File: config.mk
export PLATFORM = sky130hd
export DESIGN_NAME = fetch_unit
export DESIGN_NICKNAME = d
export VERILOG_FILES = /design/src/rtl/fetch_unit_pkg.sv /design/src/rtl/fetch_unit_fifo.sv /design/src/rtl/fetch_unit.sv
export SDC_FILE = /design/constraint.sdc
export NUM_CORES = 1
export LEC_CHECK = 0
export ABC_AREA = 0
export CAP_MARGIN = 20
export CORE_ASPECT_RATIO = 1.4
export CORE_MARGIN = 8
export CORE_UTILIZATION = 53
export CTS_CLUSTER_SIZE = 12
export DETAILED_ROUTE_END_ITERATION = 10
export PLACE_DENSITY = 0.77
export SKIP_LAST_GASP = 1
export SYNTH_ARGS = -nofsm -noshare
export SYNTH_HDL_FRONTEND = slang
export SYNTH_SLANG_ARGS = --single-unit
File: constraint.sdc
create_clock -name clk -period 6.4 [get_ports clk]
set_input_delay 0.96 -clock clk [delete_from_list [all_inputs] [get_ports clk]]
set_output_delay 0.96 -clock clk [all_outputs]
set_load 0.02 [all_outputs]
File: src/rtl/fetch_unit_pkg.sv
`default_nettype none
// ============================================================================
// Module      : fetch_unit_pkg
// Description : Shared fetch constants: FSM state encoding, instruction
//               buffer entry layout and an entry-packing helper.
// Revision    : 1.0 - initial release
// ============================================================================
package fetch_unit_pkg;

    localparam int c_PC_W    = 32;
    localparam int c_DATA_W  = 32;
    localparam int c_ENTRY_W = c_PC_W + c_DATA_W + 1;   // pc, data, fault

    // Fetch FSM state encoding
    localparam logic [1:0] c_ST_IDLE  = 2'd0;  // no request outstanding
    localparam logic [1:0] c_ST_BUSY  = 2'd1;  // request outstanding, result kept
    localparam logic [1:0] c_ST_DRAIN = 2'd2;  // request outstanding, result discarded

    typedef struct packed {
        logic [c_PC_W-1:0]   pc;
        logic [c_DATA_W-1:0] data;
        logic                fault;
    } fetch_entry_t;

    function automatic fetch_entry_t make_entry(input logic [c_PC_W-1:0]   pc,
                                                input logic [c_DATA_W-1:0] data,
                                                input logic                fault);
        fetch_entry_t e;
        e.pc    = pc;
        e.data  = data;
        e.fault = fault;
        return e;
    endfunction

endpackage
`default_nettype wire

File: src/rtl/fetch_unit_fifo.sv
`default_nettype none
// ============================================================================
// Module      : fetch_fifo
// Description : DEPTH-entry synchronous FIFO holding fetched entries, with
//               push, pop and a clear that empties it in one cycle.
// Revision    : 1.0 - initial release
// ============================================================================
module fetch_fifo
    import fetch_unit_pkg::*;
#(
    parameter int DEPTH = 2
)(
    input  logic                        clk,
    input  logic                        reset,
    input  logic                        i_push,
    input  logic [c_ENTRY_W-1:0]        i_push_data,
    input  logic                        i_pop,
    input  logic                        i_clear,
    output logic [$clog2(DEPTH):0]      o_count,
    output logic [c_ENTRY_W-1:0]        o_head
);

    localparam int c_PTR_W = $clog2(DEPTH);
    localparam int c_CNT_W = c_PTR_W + 1;
    localparam logic [c_CNT_W-1:0] c_FULL = c_CNT_W'(DEPTH);

    logic [c_ENTRY_W-1:0] r_mem [DEPTH];
    logic [c_PTR_W-1:0]   r_wr_ptr;
    logic [c_PTR_W-1:0]   r_rd_ptr;
    logic [c_CNT_W-1:0]   r_count;
    logic                 w_do_push;
    logic                 w_do_pop;

    // Overflow/underflow guards keep the pointers coherent even if misused
    assign w_do_push = i_push & (r_count != c_FULL);
    assign w_do_pop  = i_pop  & (r_count != '0);
    assign o_count   = r_count;
    assign o_head    = r_mem[r_rd_ptr];

    // Pointer and occupancy tracking; clear wins over push/pop
    always_ff @(posedge clk) begin
        if (!reset || i_clear) begin
            r_wr_ptr <= '0;
            r_rd_ptr <= '0;
            r_count  <= '0;
        end else begin
            if (w_do_push) r_wr_ptr <= r_wr_ptr + 1'b1;
            if (w_do_pop)  r_rd_ptr <= r_rd_ptr + 1'b1;
            r_count <= r_count + {{(c_CNT_W-1){1'b0}}, w_do_push}
                               - {{(c_CNT_W-1){1'b0}}, w_do_pop};
        end
    end

    // Entry storage; contents are only meaningful while counted valid
    always_ff @(posedge clk) begin
        if (w_do_push && reset && !i_clear) r_mem[r_wr_ptr] <= i_push_data;
    end

endmodule
`default_nettype wire

File: src/rtl/fetch_unit.sv
`default_nettype none
// ============================================================================
// Module      : fetch_unit
// Description : Instruction fetch front end. Issues sequential word reads,
//               buffers results for decode, handles redirects (draining the
//               in-flight read) and halts on fetch faults.
// Revision    : 1.0 - initial release
// ============================================================================
module fetch_unit
    import fetch_unit_pkg::*;
#(
    parameter int          DEPTH    = 2,
    parameter logic [31:0] RESET_PC = 32'h0000_0000
)(
    input  logic        clk,
    input  logic        reset,
    input  logic        redirect,
    input  logic [31:0] redirect_pc,
    output logic        mem_req,
    output logic [31:0] mem_addr,
    input  logic        mem_ack,
    input  logic [31:0] mem_rdata,
    input  logic        mem_fault,
    output logic        inst_valid,
    input  logic        inst_ready,
    output logic [31:0] inst_data,
    output logic [31:0] inst_pc,
    output logic        inst_fault
);

    localparam int c_CNT_W = $clog2(DEPTH) + 1;
    localparam logic [c_CNT_W-1:0] c_DEPTH_CNT = c_CNT_W'(DEPTH);

    logic [1:0]         r_state;
    logic [31:0]        r_fetch_pc;
    logic [31:0]        r_req_addr;    // held separately so a redirect in DRAIN cannot disturb mem_addr
    logic [31:0]        r_fault_pc;
    logic               r_halted;
    logic               r_fault_pend;  // misaligned redirect: push its fault entry this cycle

    logic [c_CNT_W-1:0] w_count;
    logic [c_CNT_W-1:0] w_occ_after;
    fetch_entry_t       w_head;
    fetch_entry_t       w_push_entry;
    logic               w_outstanding;
    logic               w_ack;
    logic               w_push_ack;
    logic               w_push_fault;
    logic               w_push;
    logic               w_pop;
    logic               w_misaligned;
    logic               w_free;
    logic               w_halt_next;
    logic               w_can_issue;
    logic [31:0]        w_next_pc;

    assign w_outstanding = (r_state != c_ST_IDLE);
    assign mem_req       = reset & w_outstanding;   // drops as soon as reset asserts
    assign mem_addr      = r_req_addr;

    assign inst_valid    = reset & (w_count != '0);
    assign inst_data     = inst_valid ? w_head.data : 32'h0;
    assign inst_pc       = inst_valid ? w_head.pc   : 32'h0;
    assign inst_fault    = inst_valid & w_head.fault;

    // Redirect overrides any same-cycle pop or push
    assign w_ack         = mem_ack & w_outstanding;
    assign w_push_ack    = w_ack & (r_state == c_ST_BUSY) & ~redirect;
    assign w_push_fault  = r_fault_pend & ~redirect;
    assign w_push        = w_push_ack | w_push_fault;
    assign w_pop         = inst_valid & inst_ready & ~redirect;
    assign w_misaligned  = (redirect_pc[1:0] != 2'b00);
    assign w_push_entry  = w_push_fault ? make_entry(r_fault_pc, 32'h0, 1'b1)
                                        : make_entry(r_req_addr, mem_rdata, mem_fault);

    // Next-cycle occupancy, halt state and fetch address drive the issue decision
    always_comb begin
        w_occ_after = '0;
        if (!redirect) begin
            w_occ_after = w_count + {{(c_CNT_W-1){1'b0}}, w_push}
                                  - {{(c_CNT_W-1){1'b0}}, w_pop};
        end
        w_halt_next = redirect ? w_misaligned : (r_halted | (w_push_ack & mem_fault));
        w_can_issue = (w_occ_after < c_DEPTH_CNT) & ~w_halt_next;
        w_next_pc   = redirect   ? redirect_pc :
                      w_push_ack ? r_fetch_pc + 32'd4 : r_fetch_pc;
        w_free      = ~w_outstanding | w_ack;
    end

    // Fetch FSM: a request ends only on ack; a redirect mid-request drains it
    always_ff @(posedge clk) begin
        if (!reset) begin
            r_state      <= c_ST_IDLE;
            r_fetch_pc   <= RESET_PC;
            r_req_addr   <= RESET_PC;
            r_fault_pc   <= 32'h0;
            r_halted     <= 1'b0;
            r_fault_pend <= 1'b0;
        end else begin
            r_fetch_pc   <= w_next_pc;
            r_halted     <= w_halt_next;
            r_fault_pend <= redirect & w_misaligned;
            if (redirect) r_fault_pc <= redirect_pc;
            if (w_free) begin
                if (w_can_issue) begin
                    r_state    <= c_ST_BUSY;
                    r_req_addr <= w_next_pc;
                end else begin
                    r_state    <= c_ST_IDLE;
                end
            end else if (redirect) begin
                r_state <= c_ST_DRAIN;
            end
        end
    end

    fetch_fifo #(
        .DEPTH(DEPTH)
    ) u_fifo (
        .clk         (clk),
        .reset       (reset),
        .i_push      (w_push),
        .i_push_data (w_push_entry),
        .i_pop       (w_pop),
        .i_clear     (redirect),
        .o_count     (w_count),
        .o_head      (w_head)
    );

endmodule
`default_nettype wire

==> impl_metrics.py, run 1 <==
metrics = {
    "global_routing": {
        "grt-busiest-layer": "met2",
        "grt_max_degree": 67,
        "grtUsageMet1_pct": 22.3,
        "grt_use_met2_pct": 34.4,
        "gr-total-overflow": 0,
        "grt_first_pass_wirelength_um": 36100,
        "grt_pass1_vias": 6885,
        "grt_usage_pct": 18.9,
        "use_met3_pct": 3.04,
        "antenna_found_initial": 0,
    },
    "clock_network": {
        "cts_sinks": 235,
        "hold_buffers": 0,
        "cts_buffer_depth": 3,
        "clk_pin_slew_worst_paths_ps": 50,
        "clockRootBuffer": "clkbuf_16",
        "cts_setup_buffers": 0,
        "cts-resized-gates": 0,
        "cts_tree": "built",
        "clk_latency_ps": 510,
        "htreeDepth": 1,
        "cts_buffers": 23,
    },
    "finish": {
        "drive_above_1_share_pct": 9.21,
        "num_antenna_cells": 0,
        "area_growth_pct": 25.1,
        "stdcell_area_sq_mm": 0.0125,
        "fin_nets": 1081,
    },
    "timing": {
        "setup_viol": 0,
        "tightest_slew_ps": 897,
        "period_share_pct": 64.5,
        "skew_ps": 18.7,
        "relSlewSlack_pct": 40.2,
        "tns_ps": 0,
        "hold_viol_final": 0,
        "period_minus_slack_ps": 4130,
        "drv_slew": 0,
        "fmax_ghz": 0.242,
        "rsz0062_at_grt": "false",
    },
    "hold_path": {
        "hp-class": "reg2reg",
        "min_from": "r_fault_pc[5]",
        "hold_depth": 2,
        "hold-path-endpoint": "r_fault_pc[5]",
    },
    "drt": {
        "drt_wl_total_um": 22700,
        "drt-initial-drc-count": 402,
        "drc": 0,
        "wl_per_cell_um": 18.0,
        "firstDrtPassIters": 5,
        "dr_total_vias": 6781,
        "detail-route-antenna-nets": 0,
        "drt-vias-per-instance": 5.36,
    },
    "critical_path": {
        "worstRegToRegCells": 5,
        "start_kind": "input port",
        "r2r-end": "u_fifo.r_mem[1][42]",
        "end_kind": "primary output",
        "arrival_ps": 3170,
        "timing.rr.start": "r_state[1]",
        "cpMaxStageDelayCell": "clkdlybuf4s50_1",
        "cp_max_fo": 66,
        "r2r_setup_slack_ps": 3540,
        "critical_path.top_delay_family": "buffers and inverters",
        "path_class": "in2out",
        "cp.depth": 6,
        "worstPathRequired_ps": 5440,
        "startpoint": "reset",
        "path_buf_inv": 4,
        "crit_path_cell_trace": "clkdlybuf4s50_1, buf_4, o21ai_4, buf_4, nor2_1, clkdlybuf4s50_1",
        "crit_path_max_incr_delay_ps": 630,
    },
    "floorplan": {
        "ios": 169,
        "fp.dieArea_sq_mm": 0.0235,
        "start_util_pct": 53.8,
        "die_height_um": 178,
        "die_width_um": 132,
        "num_rows": 59,
        "core_sq_mm": 0.0185,
    },
    "synth": {
        "synth_edf_count": 130,
        "synth-seq-area-share_pct": 60.3,
        "synth-seq-cells": 235,
        "synth_cell_type_count": 52,
        "yosys_warnings": 0,
        "synth_ff_type": "edfxtp_1",
        "synth_cells": 854,
        "syn_avg_cell_area_sq_um": 11.7,
        "synthArstFlopShare_pct": 0,
        "synth_nets": 928,
        "netlist_area_sq_mm": 0.00997,
    },
    "pwr": {
        "power_density_mw_per_mm2": 256,
        "ir_worst_vdd_v": 0.000219,
        "power.leakage_nw": 4.47,
    },
    "place": {
        "gp_congestion": 0.846,
        "place_area_sq_mm": 0.0118,
        "io_buffers": 168,
        "dp_hpwl_um": 15500,
    },
    "run": {
        "cap_viol_max_count": 0,
    },
    "status": {
        "status": "complete, no violations",
    },
}
## layer usage
metal	up-vias	wire length (um)
met5	-	0
met4	0	520
met3	35	1040
met2	169	11700
met1	3252	9440
li1	3325	-
## state kept, by name, summed over array words and instances (netlist names), 2 cells and up, named ones only
name / count
r_fetch_pc: 32
mem_addr: 32
r_fault_pc: 32
r_state: 2
u_fifo.o_count: 2
u_fifo.r_mem: 130
## how the worst max path moves through the flow
stage                    endpoint  slack [ps]
2_1_floorplan  u_fifo.r_mem[0][0]        1410
3_3_place_gp         inst_data[9]        2290
3_5_place_dp         inst_data[9]        2260
4_1_cts              inst_data[9]        2250
5_1_grt              inst_data[9]        2140
6_report             inst_data[9]        2270
## worst reg2reg max path: stages, from the launching register on
cell and delay (ps):
dfxtp_1 330, and4bb_4 440, a21oi_1 90, a21oi_1 320, and3_2 680, buf_4 590
## where the power goes
group	internal (mW)	leakage [nW]	total, mW	switching [mW]
clock	0.674	0.315	1.20	0.524
combinational	0.144	2.05	0.306	0.162
sequential	1.65	2.10	1.69	0.0381
## cell families (layout without fill, tap and decap cells)
family          Yosys count  in the layout  synth area share (%)
compound gates           74             74                  4.72
xor+xnor                 33             33                  2.98
fa+ha+maj                 4              4                 0.502
buf+inv                  59            226                  2.95
flops                   235            235                  60.3
mux                     128            128                  13.3
simple gates            321            321                  15.3
## synthesized netlist by cell type (all sizes together) (2+ instances only)
cell,n,share of area (%)
and2,44,2.8
mux2,32,3.6
nand3,26,1.3
xor2,24,2.1
buf,24,1.1
nor4,6,0.38
nor2,142,5.3
nor3,20,1.1
nand4,11,0.88
and4,2,0.19
a21oi,20,1.0
o31ai,11,0.88
inv,8,0.30
edfxtp,130,39
nand2,49,1.8
dfxtp,105,21
a211oi,7,0.68
nand2b,2,0.13
or3,4,0.30
clkbuf,27,1.5
a21o,2,0.15
xnor2,9,0.87
o21ai,25,1.3
o21a,3,0.23
and3,9,0.58
ha,4,0.50
mux2i,96,9.6
## per-stage QoR
| stage | cells | setup slack (ps) | power [mW] | utilization, % | hold WS [ps] |
|---|---|---|---|---|---|
| floorplan | 854 | 1410 | 1.89 | - | 443 |
| global placement | 1225 | 2290 | 2.01 | 63.7 | 449 |
| detailed placement | 1225 | 2260 | 2.02 | 63.7 | 455 |
| CTS | 1264 | 2250 | 3.21 | 67.2 | 465 |
| global route | 1265 | 2140 | 3.30 | 67.3 | 481 |
| finish | 1265 | 2270 | 3.19 | 67.3 | 461 |
## placed cells by master, fill, tap and decap left out, drive strengths merged, types with 25 or more instances in the layout
cell type        n
clkdlybuf4s50  167
edfxtp         130
nand2           49
mux2            32
nand3           26
mux2i           96
dfxtp          105
o21ai           25
and2            44
nor2           142
clkbuf          38
## cell type report
class / count / area (sq um)
Fill cell: 1420 / 6070
Sequential cell: 235 / 6010
Multi-Input combinational cell: 560 / 3700
Timing Repair Buffer: 179 / 1770
Clock buffer: 38 / 636
Tap cell: 244 / 305
Inverter: 8 / 30.0
Clock inverter: 1 / 8.76
Note: power is estimated with default switching activity, not from simulation.
==> run 2: changes to the inputs <==
Clock period 6.4 ns to 4.3 ns, I/O delays scaled along.
==> run 2 against run 1 <==
  * Register-to-register slack got worse by 1800 ps
  * Clock skew decreased by 6.4 ps
  * Non-clock buffer count increased by 3
  * Critical path type unchanged
  * Sequential share of layout area decreased by 0.26 points
  * Largest cell class unchanged
  * First-iteration DRC count increased by 10%
  * Sequential power increased by 49%
  * Power increased by 48%
  * Worst setup slack got worse by 1200 ps
  * Cell count increased by 0.24%
==> impl_metrics.py, run 2 (synthesis gave the netlist of run 1 again) <==
metrics = {
    "global_routing": {
        "gr-total-overflow": 0,
        "antenna_found_initial": 1,
        "grt_usage_pct": 18.9,
        "grt_max_degree": 67,
        "grt_pass1_vias": 6897,
        "grt_first_pass_wirelength_um": 36100,
    },
    "pwr": {
        "power_density_mw_per_mm2": 377,
        "power.leakage_nw": 4.49,
        "ir_worst_vdd_v": 0.000295,
    },
    "timing": {
        "period_minus_slack_ps": 3260,
        "tightest_slew_ps": 821,
        "fmax_ghz": 0.307,
        "tns_ps": 0,
        "relSlewSlack_pct": 45.2,
        "setup_viol": 0,
        "rsz0062_at_grt": "false",
        "period_share_pct": 75.9,
        "hold_viol_final": 0,
        "skew_ps": 12.3,
        "drv_slew": 0,
    },
    "critical_path": {
        "path_class": "in2out",
        "arrival_ps": 2620,
        "worstPathRequired_ps": 3650,
        "cp_max_fo": 66,
        "start_kind": "input port",
        "end_kind": "primary output",
    },
    "drt": {
        "drt_wl_total_um": 22600,
        "dr_total_vias": 6727,
        "drt-vias-per-instance": 5.31,
        "drt-initial-drc-count": 444,
        "detail-route-antenna-nets": 0,
        "firstDrtPassIters": 5,
        "wl_per_cell_um": 17.8,
        "drc": 0,
    },
    "finish": {
        "largest_reg_flops": 130,
        "stdcell_area_sq_mm": 0.0125,
        "area_growth_pct": 25.7,
        "layout_common_cells": "clkdlybuf4s50_1 (167), nor2_1 (141), edfxtp_1 (130)",
        "layout_commonest_cell": "clkdlybuf4s50_1",
        "fin_nets": 1084,
        "drive_above_1_share_pct": 9.29,
        "final_core_util_pct": 67.6,
        "fillers": 1429,
        "largest-register": "u_fifo.r_mem",
    },
    "run": {
        "cap_viol_max_count": 0,
    },
    "place": {
        "dp_hpwl_um": 15700,
        "place_area_sq_mm": 0.0119,
        "io_buffers": 168,
        "gp_congestion": 0.869,
    },
    "floorplan": {
        "ios": 169,
        "core_sq_mm": 0.0185,
        "die_height_um": 178,
        "fp.dieArea_sq_mm": 0.0235,
        "num_rows": 59,
        "start_util_pct": 53.8,
        "die_width_um": 132,
    },
    "clock_network": {
        "cts_tree": "built",
        "htreeDepth": 1,
        "cts_setup_buffers": 0,
        "clk_pin_slew_worst_paths_ps": 60,
        "hold_buffers": 0,
        "cts_buffer_depth": 3,
        "cts-resized-gates": 0,
        "cts_buffers": 23,
        "clockRootBuffer": "clkbuf_16",
        "cts_sinks": 235,
        "clk_latency_ps": 490,
    },
    "hold_path": {
        "hp-class": "reg2reg",
    },
    "status": {
        "status": "complete, no violations",
    },
}
## run 2: final timing paths
path	startpoint	end	slack [ps]	cells past startpoint
worst max-delay path	reset	inst_pc[24]	1040	5
worst min-delay path	r_fault_pc[8]	r_fault_pc[8]	460	2
worst max register to register	u_fifo.o_count[1]	mem_addr[12]	1770	10
worst min register to register	r_fault_pc[8]	r_fault_pc[8]	460	2
## run 2: cell type report
class                           instances  area [sq um]  share of cell area, %
Antenna cell                            1          2.50                 0.0200
Timing Repair Buffer                  182          1840                   14.7
Tap cell                              244           305                   2.44
Sequential cell                       235          6010                   48.0
Multi-Input combinational cell        560          3690                   29.5
Clock buffer                           38           646                   5.15
Inverter                                8          30.0                  0.240
## run 2: worst max-delay path, cell delays in order
cell and delay [ps]:
clkdlybuf4s50_1 550, o21ai_4 110, buf_4 540, nor2_1 150, clkdlybuf4s50_1 590
## run 2: power breakdown
| group | internal, mW | switching, mW |
|---|---|---|
| logic | 0.218 | 0.241 |
| registers | 2.45 | 0.0571 |
| clock network | 1.01 | 0.750 |
| total | 3.68 | 1.05 |
## run 2: per-layer routing
layer  up-vias  track usage [%]  part of all wire, %
met4         0             6.72                  2.7
li1       3325                -                    -
met3        40             2.96                  5.8
met2       179             33.8                   51
met1      3183             22.7                   40
met5         -                0                    0
## run 2: metrics by stage
step | hold slack (ps) | std cells | power, mW | setup WS [ps]
after global routing | 486 | 1268 | 4.91 | 902
final | 463 | 1268 | 4.73 | 1040
after detailed placement | 452 | 1229 | 3.01 | 958
after global placement | 449 | 1229 | 3.00 | 984
after CTS | 465 | 1267 | 4.76 | 995
after floorplan | 443 | 854 | 2.81 | 696
